===== src/rtl/switch_input_port.sv =====
// Debounced, handshaked switch/button input port: captures the switch word on each
// confirmed press and hands it to the CPU through a consume-on-read data register.
module switch_input_port #(
  parameter int DB_CYCLES = 200000,
  parameter int CNT_W     = 18
) (
  input  logic        clock,
  input  logic        reset,
  input  logic [15:0] switches,
  input  logic        confirm_button,
  input  logic        ior,
  input  logic        switchctrl,
  input  logic [1:0]  addr,
  output logic [15:0] io_rdata,
  output logic        data_valid,
  output logic        overrun
);

  localparam logic [CNT_W-1:0] CNT_MAX = CNT_W'(DB_CYCLES - 1);

  logic [15:0]      sw_s1, sw_s2, sw_s3, db_sw, data_reg;
  logic             bt_s1, bt_s2, bt_s3, db_btn;
  logic [CNT_W-1:0] sw_cnt, bt_cnt;
  logic             sw_settling, bt_settling, btn_press, consume;

  // NOTE: every clocked block uses non-blocking assignments so all registers see
  // pre-edge values; blocking here would collapse the synchronizer chain.
  always_ff @(posedge clock or posedge reset) begin
    if (reset) begin
      sw_s1 <= '0;
      sw_s2 <= '0;
      sw_s3 <= '0;
      bt_s1 <= 1'b0;
      bt_s2 <= 1'b0;
      bt_s3 <= 1'b0;
    end else begin
      sw_s1 <= switches;
      sw_s2 <= sw_s1;
      sw_s3 <= sw_s2;
      bt_s1 <= confirm_button;
      bt_s2 <= bt_s1;
      bt_s3 <= bt_s2;
    end
  end

  // A counter only runs while the synchronized value is steady and differs from db.
  assign sw_settling = (sw_s2 == sw_s3) && (sw_s2 != db_sw);
  assign bt_settling = (bt_s2 == bt_s3) && (bt_s2 != db_btn);
  assign btn_press   = bt_settling && (bt_cnt == CNT_MAX) && bt_s2;
  assign consume     = ior && switchctrl && (addr == 2'b00);

  always_ff @(posedge clock or posedge reset) begin
    if (reset) begin
      sw_cnt <= '0;
      db_sw  <= '0;
    end else if (!sw_settling) begin
      sw_cnt <= '0;
    end else if (sw_cnt == CNT_MAX) begin
      db_sw  <= sw_s2;
      sw_cnt <= '0;
    end else begin
      sw_cnt <= sw_cnt + CNT_W'(1);
    end
  end

  always_ff @(posedge clock or posedge reset) begin
    if (reset) begin
      bt_cnt <= '0;
      db_btn <= 1'b0;
    end else if (!bt_settling) begin
      bt_cnt <= '0;
    end else if (bt_cnt == CNT_MAX) begin
      db_btn <= bt_s2;
      bt_cnt <= '0;
    end else begin
      bt_cnt <= bt_cnt + CNT_W'(1);
    end
  end

  // A capture at the same edge as a consume wins: the new word stays valid.
  always_ff @(posedge clock or posedge reset) begin
    if (reset) begin
      data_reg   <= '0;
      data_valid <= 1'b0;
      overrun    <= 1'b0;
    end else if (btn_press) begin
      data_reg   <= db_sw;
      data_valid <= 1'b1;
      overrun    <= consume ? 1'b0 : (overrun || data_valid);
    end else if (consume) begin
      data_valid <= 1'b0;
      overrun    <= 1'b0;
    end
  end

  // NOTE: default assignment first so the combinational read mux never infers a latch.
  always_comb begin
    io_rdata = '0;
    if (ior && switchctrl) begin
      case (addr)
        2'b00:   io_rdata = data_reg;
        2'b01:   io_rdata = {14'b0, overrun, data_valid};
        2'b10:   io_rdata = db_sw;
        default: io_rdata = '0;
      endcase
    end
  end

endmodule


===== config.mk =====
export PLATFORM = sky130hd
export DESIGN_NAME = switch_input_port
export DESIGN_NICKNAME = d
export VERILOG_FILES = /design/src/rtl/switch_input_port.sv
export SDC_FILE = /design/constraint.sdc
export NUM_CORES = 1
export LEC_CHECK = 0
export ABC_AREA = 1
export BUFFER_PORTS_ARGS = -buffer_cell sky130_fd_sc_hd__buf_2
export CORE_ASPECT_RATIO = 0.5
export CORE_UTILIZATION = 25
export CTS_CLUSTER_DIAMETER = 50
export DETAILED_ROUTE_END_ITERATION = 10
export GPL_TIMING_DRIVEN = 0
export PLACE_DENSITY = 0.38
export SLEW_MARGIN = 0
export SYNTH_ARGS = -nofsm -noshare
export SYNTH_HDL_FRONTEND = slang
export SYNTH_SLANG_ARGS = --single-unit

===== constraint.sdc =====
create_clock -name clock -period 6.1 [get_ports clock]
set_input_delay 0.305 -clock clock [delete_from_list [all_inputs] [get_ports clock]]
set_output_delay 0.305 -clock clock [all_outputs]
set_load 0.02 [all_outputs]

Word-level counts from Yosys, hierarchy flattened. Index checks and enable logic that the tools add are counted.

Magnitude comparators: 0. Shift operators: 0. Add/subtract/negate cells: 2. Multiplexer cells: 10. Equality and inequality tests: 8. Divide/modulo/power cells: 0. Multiply operators: 0. Bitwise operators: 0. Reductions and logical operators: 11.

Operators by type and width (count): $mux 18 (4); $pmux 16 s3 (1); $add 18x1->18 const B (2); $eq 18x18->1 const B (2); $eq 16x16->1 (1); $mux 16 (1); $ne 16x16->1 (1); $logic_and 1x1->1 (6); $mux 1 (4); $reduce_and 2->1 (2); $eq 2x1->1 const B (1); $eq 2x2->1 const B (1); $logic_not 2->1 (1); $reduce_bool 2->1 (1); $eq 1x1->1 (1); $logic_or 1x1->1 (1); $ne 1x1->1 (1).

Bits in latches: 0. Memories kept: 0. Output and inout port bits: 18. Flip-flop bits (word level): 122. Logic and storage cells: 44. ROM bits: 0. Input port bits: 23. RAM bits: 0.

Depth between registers and ports, before layout.
Word-level depth: 5. Depth in mapped cells: 11. Gate-level depth less buffers: 10.

Worst setup path after synthesis. Ideal clock, no wire load.

Path type: input to output. Start: in addr[1]. End: out io_rdata[10]. Arrival time: 1.252 ns. Stages: 5. Data required time: 5.795 ns. Slack: 4.543 ns. Buffers on the path: 1. Path through: inv_1 -> nor2_1 -> nand2_1 -> clkbuf_1 -> o21ai_0.

Cells in the longest elaborated chain, start to end: 3. Elaborated cells on any way between the ends: 5. Those cells by class: eq/ne (2); mux (2); reduce/logical (1).

Ends and longest elaborated chain: from (decl) (line 13) `input logic [1:0] addr,`; $eq 2x2->1, or another cell as far along (line 100) `case (addr)`; $pmux 16 s3 * (line 100); $mux 16 * (line 99) `if (ior && switchctrl) begin`; to (decl) (line 14) `output logic [15:0] io_rdata,`.

Every way passes the cells marked *; elsewhere a longest branch is shown, timed or not.

Worst setup path after layout.
Start: in addr[0]. End: out io_rdata[5].

Same word-level chain as after synthesis.

==> out/results.ini <==
[pwr]
power_per_cell_area_mw_per_mm2 = 283
power.total_uw = 1940
p_leak_uw = 0.00313
peakVddDrop_mv = 0.119

[synth]
synth_fp_nets = 610
yosysWarnings = 0
syn-cell-area_mm2 = 0.00547
ys.flop_type = dfrtp_1
ys_seq_area_frac = 0.558
synth_edf_count = 0
synth_area_per_cell_um2 = 9.36
yosys.area.top_type_share = 0.558
synth_top_area_cell = dfrtp_1
yosys-top-cells-area = dfrtp_1 56%, nand2_1 11%, nor2_1 4.3%
ys_seq_elements = 122
synth_cells = 585
synth_cell_type_count = 35
ys_async_sr_fraction = 1.00

[worst_hold_path]
holdPathEnd = overrun
hp-class = in2reg
hold_path_depth = 5
holdCritStartpoint = addr[1]

[timing]
fin_tns_setup_ns = 0
finalCritPeriodShare = 0.353
fin_skew_ns = 0.0156
setup_viol = 0
drv_slew = 0
relSlewSlack = 0.593
hold_violations = 0
tightest_slew_ns = 0.611
fin_crit_ns = 2.15
worst_slack_ns = 3.95
fmax_ghz = 0.464
rsz0062_at_grt = no

[clock_tree]
path_clk_slew_ns = 0.06
cts_made_buffers = 17
cts-root-buf = clkbuf_16
cts_buffer_depth = 2
cts_tree = built
insertion_delay_ns = 0.41
hold_buffers = 18
cts_resized = 0
cts_num_sinks = 122
post-cts-setup-buffers = 0
htree_levels = 4

[grt]
grt_overflow = 0
gr-usage-all-layers = 0.117
grt_pass1_wl_um = 20300
grt_max_degree = 64
grt_pass1_vias = 3906
antenna_found_initial = 0

[setup_path]
crit_fanout = 10
crit_start = addr[0]
rrSetupSlack_ns = 4.31
crit_type = in2out
r2r.worst_path.cells = 9
crit_required_ns = 5.79
end_kind = primary output
critPathLaunchType = primary input
r2r-end = db_sw[1]
timing.rr.start = sw_cnt[0]
cp.arrival_ns = 1.85

[die]
die_w_um = 211
start_util = 0.260
core-area_mm2 = 0.0210
io_pins = 41
fp.dieH_um = 107
num_rows = 37
die_area_mm2 = 0.0225

[placement]
gp_congestion = 0.718
dpl.cell_count = 918
numPortBuffers = 40
dp_hpwl_um = 7900
placed_cell_area_mm2 = 0.00607
pre_cts_slack_ns = 3.86

[drt]
avgRoutedWirePerCell_um = 12.2
ant_nets = 0
drcViolationCount = 0
totalWireLength_um = 11800
num_vias = 3890
via_per_inst = 4.02
drt-initial-drc-count = 229
firstDrtPassIters = 4

[layout]
area_growth_pct = 25.3
layout.cells.non_filler = 968
nets = 688
top_regs = bt_cnt: 18 flops, sw_cnt: 18 flops
fillerInstances = 2240
drive_gt1_frac = 0.209
final_area_mm2 = 0.00686
diodes = 0

[outcome]
outcome = completed

[run]
cap_violations = 0

[where the power goes]
| group | total [µW] | leakage [µW] | switching, µW | internal [µW] |
|---|---|---|---|---|
| clock | 1030 | 0.000284 | 369 | 661 |
| combinational | 68.9 | 0.00126 | 38.8 | 30.1 |
| sequential | 843 | 0.00158 | 14.3 | 829 |
| total | 1940 | 0.00313 | 422 | 1520 |
[final cells by class]
| type | count | area [µm²] | share of cell area |
|---|---|---|---|
| Buffer | 12 | 108 | 0.0157 |
| Clock buffer | 20 | 457 | 0.0666 |
| Clock inverter | 12 | 148 | 0.0215 |
| Inverter | 63 | 246 | 0.0360 |
| Multi-Input combinational cell | 388 | 2070 | 0.302 |
| Sequential cell | 122 | 3050 | 0.445 |
| Tap cell | 292 | 365 | 0.0533 |
| Timing Repair Buffer | 59 | 408 | 0.0595 |
[cell families after synthesis]
logic type | share of synthesized area
and+or+nand+nor | 0.259
DFF | 0.558
buffers and inverters | 0.0638
AOI/OAI and AO/OA | 0.0592
xor gates and xnor gates | 0.0560
adders and majority gates | 0.00457
[how the worst max path moves through the flow]
| stage | slack [ns] | end |
|---|---|---|
| finish | 3.95 | io_rdata[5] |
| global route | 3.78 | io_rdata[5] |
| CTS | 3.85 | io_rdata[5] |
| detailed placement | 3.86 | io_rdata[5] |
| global placement | 0.72 | data_reg[2] |
| floorplan | 2.55 | bt_cnt[0] |
[stage by stage]
step / utilization / hold WS, ns
floorplan: - / 0.331
global placement: 0.287 / 0.332
detailed placement: 0.289 / 0.335
CTS: 0.326 / 0.286
global route: 0.326 / 0.313
finish: 0.326 / 0.300
[routing by layer]
metal / track usage / part of all wire / vias to the layer above
met5: 0 / 0 / -
met2: 0.172 / 0.43 / 58
li1: - / - / 2003
met4: 0.0497 / 0.014 / 0
met3: 0.0316 / 0.038 / 14
met1: 0.162 / 0.52 / 1815
[synthesized netlist by cell type, drive strengths merged (2+ instances only)]
master,count
nand2,176
dfrtp,122
nor2,68
inv,62
o21ai,37
nand4,23
xnor2,22
nand3,20
nor3,14
xor2,13
buf,10
a21oi,7
clkbuf,2
ha,2
[worst max-delay path, cell delays in order]
cell	delay, ns
buf_2	0.12
nor2_1	0.18
nand2_1	0.12
inv_1	0.14
clkbuf_1	0.50
nand2_1	0.09
o21ai_0	0.16
buf_2	0.23
[cells in the final DEF, fill, tap and decap left out, types with 3 or more instances in the layout]
cell and count:
inv_2 6, buf_6 8, bufinv_16 3, nor3_2 4, nand2_1 162, dfrtp_1 122
nand4_1 22, a21oi_1 5, buf_2 42, nand2_2 14, o21ai_1 3, dlygate4sd3_1 18
o21ai_2 18, clkinv_2 4, xor2_1 13, nor2_4 4, nand3_1 16, inv_1 55
nor2_1 62, clkbuf_1 3, clkinvlp_4 5, clkbuf_16 17, o21ai_0 16, xnor2_1 22
nor3_1 9
Power figures use the tool's default switching activity.
